===== src/rtl/jmp_br_jalr_ctrl_pkg.sv =====
// Shared core constants for the fetch-redirect controller: state encoding,
// PC step and small address helpers.
package jmp_br_jalr_ctrl_pkg;

  typedef logic [31:0] addr_t;

  typedef enum logic {
    ST_RUN    = 1'b0,
    ST_BUBBLE = 1'b1
  } ctrl_state_e;

  localparam addr_t       PC_INC       = 32'd4;
  localparam int unsigned BUBBLE_CNT_W = 3;

  function automatic logic is_word_aligned(input addr_t addr);
    return (addr[1:0] == 2'b00);
  endfunction

endpackage


===== src/rtl/jmp_br_jalr_ctrl_if.sv =====
// Redirect request / fetch handshake bundle between the execute-side units,
// the fetch stage and the PC controller.
interface jmp_br_jalr_ctrl_if;
  import jmp_br_jalr_ctrl_pkg::*;

  logic       io_br_jmp_valid;
  addr_t      io_br_jmp;
  logic       io_jalr_valid;
  addr_t      io_jalr;
  logic       io_stall;
  logic       io_fetch_ready;
  addr_t      io_pc;
  logic       io_pc_valid;
  logic       io_jmp_br_jalr_mux_sel;
  logic       io_flush;
  logic       io_misaligned;
  logic [7:0] io_redirect_cnt;

  modport master (
    output io_br_jmp_valid, io_br_jmp, io_jalr_valid, io_jalr,
           io_stall, io_fetch_ready,
    input  io_pc, io_pc_valid, io_jmp_br_jalr_mux_sel, io_flush,
           io_misaligned, io_redirect_cnt
  );

  modport slave (
    input  io_br_jmp_valid, io_br_jmp, io_jalr_valid, io_jalr,
           io_stall, io_fetch_ready,
    output io_pc, io_pc_valid, io_jmp_br_jalr_mux_sel, io_flush,
           io_misaligned, io_redirect_cnt
  );

endinterface


===== src/rtl/jmp_br_jalr_mux.sv =====
// Redirect target mux: JALR targets have bit 0 cleared, branch/jump targets
// pass through untouched.
module jmp_br_jalr_mux
  import jmp_br_jalr_ctrl_pkg::*;
(
  input  logic  sel,
  input  addr_t jalr,
  input  addr_t br_jmp,
  output addr_t target
);

  assign target = sel ? {jalr[31:1], 1'b0} : br_jmp;

endmodule


===== src/rtl/jmp_br_jalr_ctrl.sv =====
// Fetch PC controller: sequential PC advance, redirect accept/reject with
// misalignment detection, and a fixed-length fetch bubble after each redirect.
module jmp_br_jalr_ctrl
  import jmp_br_jalr_ctrl_pkg::*;
#(
  parameter addr_t       RESET_VECTOR  = 32'h0000_0000,
  parameter int unsigned BUBBLE_CYCLES = 1
) (
  input logic               clock,
  input logic               reset,
  jmp_br_jalr_ctrl_if.slave io
);

  localparam logic [BUBBLE_CNT_W-1:0] BUBBLE_RELOAD = BUBBLE_CNT_W'(BUBBLE_CYCLES - 1);

  ctrl_state_e             state_q, state_d;
  addr_t                   pc_q, pc_d;
  logic [BUBBLE_CNT_W-1:0] bcnt_q, bcnt_d;
  logic [7:0]              cnt_q, cnt_d;

  addr_t target;
  logic  req;
  logic  accept;
  logic  reject;

  assign io.io_jmp_br_jalr_mux_sel = io.io_jalr_valid;

  jmp_br_jalr_mux u_mux (
    .sel    (io.io_jmp_br_jalr_mux_sel),
    .jalr   (io.io_jalr),
    .br_jmp (io.io_br_jmp),
    .target (target)
  );

  // Redirect decision and next-state / next-PC computation
  always_comb begin
    req     = io.io_jalr_valid | io.io_br_jmp_valid;
    accept  = req & is_word_aligned(target);
    reject  = req & ~is_word_aligned(target);
    state_d = state_q;
    pc_d    = pc_q;
    bcnt_d  = bcnt_q;
    cnt_d   = cnt_q;

    if (accept) begin
      pc_d    = target;
      state_d = ST_BUBBLE;
      bcnt_d  = BUBBLE_RELOAD;
      cnt_d   = cnt_q + 8'd1;
    end else if (reject) begin
      // A rejected redirect freezes the whole controller for that cycle.
      state_d = state_q;
    end else begin
      case (state_q)
        ST_RUN: begin
          if (io.io_fetch_ready && !io.io_stall) begin
            pc_d = pc_q + PC_INC;
          end else begin
            pc_d = pc_q;
          end
        end
        ST_BUBBLE: begin
          if (bcnt_q == '0) begin
            state_d = ST_RUN;
          end else begin
            bcnt_d = bcnt_q - BUBBLE_CNT_W'(1);
          end
        end
        default: begin
          state_d = ST_RUN;
        end
      endcase
    end
  end

  // State, PC and counter registers with synchronous reset
  always_ff @(posedge clock) begin
    if (reset) begin
      state_q <= ST_RUN;
      pc_q    <= RESET_VECTOR;
      bcnt_q  <= '0;
      cnt_q   <= 8'd0;
    end else begin
      state_q <= state_d;
      pc_q    <= pc_d;
      bcnt_q  <= bcnt_d;
      cnt_q   <= cnt_d;
    end
  end

  assign io.io_pc           = pc_q;
  assign io.io_pc_valid     = ~reset & (state_q == ST_RUN);
  assign io.io_flush        = ~reset & accept;
  assign io.io_misaligned   = ~reset & reject;
  assign io.io_redirect_cnt = cnt_q;

endmodule


===== src/flat_wrapper.sv =====
// flat-port wrapper written by rule: the top's interface ports become plain ports
module jmp_br_jalr_ctrl_flat import jmp_br_jalr_ctrl_pkg::*;
#(
  parameter addr_t       RESET_VECTOR  = 32'h0000_0000,
  parameter int unsigned BUBBLE_CYCLES = 1
)
  (clock, reset, io_io_br_jmp_valid, io_io_br_jmp, io_io_jalr_valid, io_io_jalr, io_io_stall, io_io_fetch_ready, io_io_pc, io_io_pc_valid, io_io_jmp_br_jalr_mux_sel, io_io_flush, io_io_misaligned, io_io_redirect_cnt);
  jmp_br_jalr_ctrl_if io_i ();
  input logic clock;
  input logic reset;
  input wire logic [$bits(io_i.io_br_jmp_valid)-1:0] io_io_br_jmp_valid;
  input wire logic [$bits(io_i.io_br_jmp)-1:0] io_io_br_jmp;
  input wire logic [$bits(io_i.io_jalr_valid)-1:0] io_io_jalr_valid;
  input wire logic [$bits(io_i.io_jalr)-1:0] io_io_jalr;
  input wire logic [$bits(io_i.io_stall)-1:0] io_io_stall;
  input wire logic [$bits(io_i.io_fetch_ready)-1:0] io_io_fetch_ready;
  output wire logic [$bits(io_i.io_pc)-1:0] io_io_pc;
  output wire logic [$bits(io_i.io_pc_valid)-1:0] io_io_pc_valid;
  output wire logic [$bits(io_i.io_jmp_br_jalr_mux_sel)-1:0] io_io_jmp_br_jalr_mux_sel;
  output wire logic [$bits(io_i.io_flush)-1:0] io_io_flush;
  output wire logic [$bits(io_i.io_misaligned)-1:0] io_io_misaligned;
  output wire logic [$bits(io_i.io_redirect_cnt)-1:0] io_io_redirect_cnt;
  assign io_i.io_br_jmp_valid = io_io_br_jmp_valid;
  assign io_i.io_br_jmp = io_io_br_jmp;
  assign io_i.io_jalr_valid = io_io_jalr_valid;
  assign io_i.io_jalr = io_io_jalr;
  assign io_i.io_stall = io_io_stall;
  assign io_i.io_fetch_ready = io_io_fetch_ready;
  assign io_io_pc = io_i.io_pc;
  assign io_io_pc_valid = io_i.io_pc_valid;
  assign io_io_jmp_br_jalr_mux_sel = io_i.io_jmp_br_jalr_mux_sel;
  assign io_io_flush = io_i.io_flush;
  assign io_io_misaligned = io_i.io_misaligned;
  assign io_io_redirect_cnt = io_i.io_redirect_cnt;
  jmp_br_jalr_ctrl #(.RESET_VECTOR(RESET_VECTOR), .BUBBLE_CYCLES(BUBBLE_CYCLES)) u_core (.clock(clock), .reset(reset), .io(io_i));
endmodule

===== config.mk =====
export PLATFORM = sky130hd
export DESIGN_NAME = jmp_br_jalr_ctrl_flat
export DESIGN_NICKNAME = d
export VERILOG_FILES = /design/src/rtl/jmp_br_jalr_ctrl_pkg.sv /design/src/rtl/jmp_br_jalr_ctrl_if.sv /design/src/rtl/jmp_br_jalr_mux.sv /design/src/rtl/jmp_br_jalr_ctrl.sv /design/src/flat_wrapper.sv
export SDC_FILE = /design/constraint.sdc
export NUM_CORES = 1
export LEC_CHECK = 0
export BUFFER_PORTS_ARGS = -buffer_cell sky130_fd_sc_hd__buf_2
export CAP_MARGIN = 20
export CORE_UTILIZATION = 49
export CTS_CLUSTER_DIAMETER = 80
export CTS_CLUSTER_SIZE = 8
export DETAILED_ROUTE_END_ITERATION = 8
export HOLD_SLACK_MARGIN = 0.03
export PLACE_DENSITY = 0.82
export SLEW_MARGIN = 25
export SYNTH_ARGS = -nofsm -noshare
export SYNTH_HDL_FRONTEND = slang
export SYNTH_HIERARCHICAL = 1
export SYNTH_SLANG_ARGS = --single-unit

===== constraint.sdc =====
create_clock -name clock -period 2.4 [get_ports clock]
set_input_delay 0.24 -clock clock [delete_from_list [all_inputs] [get_ports clock]]
set_output_delay 0.24 -clock clock [all_outputs]
set_load 0.01 [all_outputs]

==> flow_summary.toml, run 1 <==
[timing]
finClkSkew_ns = 0.00836
fin_crit_ns = 2.04
fin_tns_setup_ns = 0
worst_slack_ns = 0.356
tightest_slew_ns = 0.672
fin_hold_ws_ns = 0.391
setup_viol = 0
fin_crit_sh_pct = 85.2
max_freq_mhz = 489
max_slew_margin_pct = 55.2
rsz0062_at_grt = "no"
finalHoldViolations = 0
drv_slew = 0

[floorplanning]
boundaryPins = 114
rows = 27
die_x_um = 78.1
start_util_pct = 51.2
die_area_um2 = 6090
core_region_area_um2 = 5540
dieHeight_um = 78.1

[min_path]
hp-start = "io_io_jalr[8]"
min_path_type = "input pin to register"

[worst_setup_path]
startpoint = "io_io_jalr_valid"
path_cells = "buf_2 -> buf_4 -> nor2_1 -> or3_2 -> nor2_1 -> buf_2"
r2r-start = "u_core/io.io_pc[7]"
crit_slowest_cell = "or3_2"
start_kind = "input pin"
cp_num_buf_inv = 3
r2r_setup_slack_ns = 0.39
slowest_delay_ns = 0.66
critPathMaxFanout = 23
setup.worst_path.class = "input pin to primary output"
arrival_ns = 1.80
cp-end-kind = "primary output"
required_ns = 2.16
critPathTopFamily = "simple AND/OR/NAND/NOR gates"

[power_and_ir_drop]
irDropWorstVdd_mv = 0.268
p_leak_nw = 1.57
powerDensity_nw_per_um2 = 489

[grt]
grt_max_degree = 38
grt_pass1_wl_um = 11000
grt_pass1_vias = 2366
grt_usage_pct = 22.6
overflow = 0
antenna_found_initial = 0

[clock_network]
tritoncts = "done"
cts_inserted_buffers = 5
cts_setup_buffers = 0
cts_buffer_depth = 2
clkSinkCount = 44
cts_resized = 0
h-tree-depth = 2
clk_latency_ns = 0.30
cts_root_buffer = "clkbuf_8"
hold_buffers = 0
clk_pin_slew_ns = 0.08

[synth]
yosysUniqueCellTypes = 46
ys_seq_elements = 44
synth_flop_cell = "dfxtp_1"
syn_area_um2 = 2840
synth_edf_count = 0
syn_nets = 379
synth-seq-area-share_pct = 31.1
synth_area_per_cell_um2 = 9.30
synthCells = 305
synthArstFlopShare_pct = 0
ys_warn_count = 6

[route]
drtAntennaViolNets = 0
drt_iter0_markers = 134
routed_wl_um = 6790
route.vias.total = 2688
drc = 0
vias_per_cell = 5.54
drt_first_pass_iters = 4
wl_per_cell_um = 14.0

[finish]
area_growth_pct = 23.5
layout_commonest_cell = "buf_2"
drive_gt1_share_pct = 40.2
final_net_count = 486
antenna_cells = 0
final_cells = 485
final_cell_mix = "buf_2 (112), nor2_1 (45), dfxtp_1 (44)"

[job]
maxCapViolCount = 0

[placed_design]
port_buffers = 112
dp_hpwl_um = 5070
dp_slack_ns = 0.201
gpl.final_weighted_congestion = 0.814
place_inst = 477

[status]
status = "finished clean"
-- flip-flops by register name, indices dropped and copies added, names as in the netlist --
register / count
u_core/io.io_redirect_cnt: 8
u_core/state_q: 1
u_core/bcnt_q: 3
u_core/io.io_pc: 32
-- power breakdown --
part / switching [W] / internal, W / total, W
registers: 0.0000596 / 0.000779 / 0.000839
logic: 0.000184 / 0.000201 / 0.000385
clock network: 0.000253 / 0.000234 / 0.000488
total: 0.000497 / 0.00121 / 0.00171
-- metrics by stage --
stage / power [W] / area [um^2] / utilization, %
after CTS: 0.00172 / 3500 / 63.2
after global routing: 0.00180 / 3500 / 63.2
after detailed placement: 0.00124 / 3410 / 61.5
final: 0.00171 / 3500 / 63.2
after global placement: 0.00123 / 3410 / 61.5
after floorplan: 0.00109 / 2840 / -
-- worst register-to-register path, delay by kind of cell (launching register included) --
kind	cells	cell delay [ns]
DFF	1	0.46
xor gates and xnor gates	1	0.18
and+or+nand+nor	3	1.04
AOI/OAI and AO/OA	1	0.24
-- routing by layer --
| metal | share of wire (%) | vias up | GRT usage, % |
|---|---|---|---|
| met5 | 0 | - | 0 |
| met2 | 48 | 99 | 39.0 |
| li1 | - | 1339 | - |
| met4 | 1.4 | 0 | 6.11 |
| met3 | 5.8 | 13 | 4.42 |
| met1 | 45 | 1237 | 28.4 |
-- worst paths after layout --
kind / depth (start not counted) / end
max: 6 / io_io_flush
max reg2reg: 5 / u_core/io.io_pc[25]
min reg2reg: 1 / u_core/io.io_pc[0]
min: 4 / u_core/io.io_pc[8]
-- cells in the mapped netlist, types with 2 or more instances --
cell type	count	area (um^2)
nand2_1	10	37.5
mux2_2	2	22.5
xor2_1	19	166
ha_1	4	50.1
buf_2	3	15.0
or4_1	2	15.0
clkbuf_1	8	30.0
nand3_1	14	70.1
nor4_1	4	25.0
buf_12	3	60.1
dfxtp_1	44	881
nor3_1	7	35.0
and2_1	2	12.5
xnor2_1	8	70.1
a311oi_1	5	43.8
or3_1	2	12.5
nor3b_1	4	30.0
nor2_1	45	169
mux2_4	29	435
o22ai_1	3	18.8
a2111oi_0	2	17.5
o31ai_1	2	15.0
a211oi_1	22	165
and3_1	7	43.8
inv_1	6	22.5
nand4_1	13	81.3
and4_1	6	52.6
buf_1	4	15.0
a21oi_1	8	40.0
-- kinds of logic after synthesis --
logic type      synth area share (%)
mux                             16.5
buf+inv                         5.69
xor+xnor                        8.34
compound gates                  11.7
simple gates                    25.0
fa+ha+maj                       1.77
flops                           31.1
-- cell type report --
class | count | area (um^2)
clock buffer | 7 | 86.3
fill | 515 | 2040
multi-input combinational | 235 | 1790
inverter | 6 | 22.5
clock inverter | 1 | 7.51
tap | 72 | 90.1
timing repair buffer | 120 | 621
sequential | 44 | 881
Power figures use the tool's default switching activity.
==> run 2, diff against run 1 <==
--- a/config.mk
+++ b/config.mk
@@ -12,6 +12,7 @@
 export CTS_CLUSTER_SIZE = 8
 export DETAILED_ROUTE_END_ITERATION = 8
 export HOLD_SLACK_MARGIN = 0.03
+export MAX_ROUTING_LAYER = met4
 export PLACE_DENSITY = 0.82
 export SLEW_MARGIN = 25
 export SYNTH_ARGS = -nofsm -noshare
==> run 2 against run 1 <==
Effect of this change:
- sequential power is essentially flat
- non-clock buffer count did not move
- via count down 0.26%
- register-to-register slack is essentially flat
- final area is the same
- count of clock-buffer cells in the layout did not move
- flip-flop and latch count stayed put
- sequential share of layout area stayed put
- hold slack worse by 0.00067 ns
- setup slack worse by 0.00069 ns
- clock skew fell by 0.0014 ns
- critical path type unchanged
- critical endpoint unchanged
- largest power group unchanged
- highest routed layer unchanged
==> flow_summary.toml, run 2 (same netlist as run 1, synthesis figures left out) <==
[status]
status = "finished clean"

[route]
vias_per_cell = 5.53
routed_wl_um = 6790
route.vias.total = 2681
drt_iter0_markers = 135
drc = 0
wl_per_cell_um = 14.0
drtAntennaViolNets = 0
drt_first_pass_iters = 4

[placed_design]
port_buffers = 112
gpl.final_weighted_congestion = 0.826
placed_cell_area_um2 = 3410
dp_hpwl_um = 5070

[grt]
antenna_found_initial = 0
use_met2_pct = 38.9
grt_pass1_wl_um = 11000
overflow = 0
grt_use_met3_pct = 4.42
grt_max_degree = 38
met1_usage_pct = 28.6
grt_usage_pct = 23.2
busiest_layer = "met2"
grt_pass1_vias = 2373

[timing]
fin_crit_ns = 2.04
finClkSkew_ns = 0.00692
rsz0062_at_grt = "no"
max_freq_mhz = 489
fin_tns_setup_ns = 0
drv_slew = 0
finalHoldViolations = 0
max_slew_margin_pct = 54.9
tightest_slew_ns = 0.677
fin_crit_sh_pct = 85.2
setup_viol = 0
fin_hold_ws_ns = 0.390

[finish]
area_growth_pct = 23.5
multiInputGateArea_um2 = 1790
layout_commonest_cell = "buf_2"
ff_latch_area_um2 = 881
largest_reg_flops = 32
antenna_cells = 0
fillers = 515
final_net_count = 486
final_area_um2 = 3500
final_cell_mix = "buf_2 (112), nor2_1 (45), dfxtp_1 (44)"
drive_gt1_share_pct = 40.2

[worst_setup_path]
slowest_delay_ns = 0.66
crit_slowest_cell = "or3_2"
cp-end-kind = "primary output"
cp_num_buf_inv = 3
reg2regPathDepth = 5
r2r-start = "u_core/io.io_pc[7]"
setup.worst_path.class = "input pin to primary output"
arrival_ns = 1.80
required_ns = 2.16
r2r_setup_slack_ns = 0.39
start_kind = "input pin"
r2r-end = "u_core/io.io_pc[25]"
critPathMaxFanout = 23
critPathTopFamily = "simple AND/OR/NAND/NOR gates"
path_cells = "buf_2 -> buf_4 -> nor2_1 -> or3_2 -> nor2_1 -> buf_2"

[floorplanning]
core_region_area_um2 = 5540
die_area_um2 = 6090
boundaryPins = 114
die_x_um = 78.1
dieHeight_um = 78.1
start_util_pct = 51.2
rows = 27

[clock_network]
clk_pin_slew_ns = 0.08
cts_root_buffer = "clkbuf_8"
cts_inserted_buffers = 5
tritoncts = "done"
clk_latency_ns = 0.30
h-tree-depth = 2
cts_setup_buffers = 0
cts_buffer_depth = 2
cts_resized = 0
clkSinkCount = 44
hold_buffers = 0

[power_and_ir_drop]
powerDensity_nw_per_um2 = 488
irDropWorstVdd_mv = 0.269
p_leak_nw = 1.57

[job]
maxCapViolCount = 0

[min_path]
whs_endpoint = "u_core/io.io_pc[8]"
hp-start = "io_io_jalr[8]"
hold_depth = 4
min_path_type = "input pin to register"
run 2: cell counts in the layout (fill, tap and decap cells not counted):
No cell type changed its count.
run 2: final cells by class:
| class | count | share of cell area, % |
|---|---|---|
| Clock buffer | 7 | 2.47 |
| Clock inverter | 1 | 0.214 |
| Inverter | 6 | 0.643 |
| Multi-Input combinational cell | 235 | 51.2 |
| Sequential cell | 44 | 25.2 |
| Tap cell | 72 | 2.57 |
| Timing Repair Buffer | 120 | 17.7 |
run 2: stage by stage:
step                      utilization (%)  total power, W  worst slack (ns)  cells
after floorplan                         -         0.00109             0.382    305
after global placement               61.5         0.00123             0.286    477
after detailed placement             61.5         0.00124             0.201    477
after CTS                            63.2         0.00172             0.345    485
after global routing                 63.2         0.00180             0.199    485
final                                63.2         0.00171             0.355    485
run 2: layer usage:
metal  share of wire (%)  routed length (um)
met1                  45                3050
met4                 1.4                  93
met2                  48                3280
met5                   0                   0
met3                 5.5                 373
run 2: worst max path at each step:
stage / start / end / cells after the start
2_1_floorplan: io_io_jalr_valid / io_io_flush / 7
4_1_cts: io_io_jalr_valid / io_io_flush / 6
6_report: io_io_jalr_valid / io_io_flush / 6
3_5_place_dp: io_io_jalr_valid / u_core/io.io_pc[15] / 7
3_3_place_gp: io_io_jalr_valid / u_core/io.io_pc[15] / 7
5_1_grt: u_core/io.io_pc[13] / u_core/io.io_pc[28] / 5
run 2: worst min-delay path, cell delays in order:
cell and delay, ns:
buf_2 0.07, mux2_4 0.13, o22ai_1 0.08, a21oi_1 0.13
run 2: power breakdown:
part           switching, W  internal, W  total (W)
Combinational      0.000184     0.000201   0.000385
Clock              0.000252     0.000234   0.000486
Sequential        0.0000597     0.000779   0.000839
Total              0.000496      0.00121    0.00171
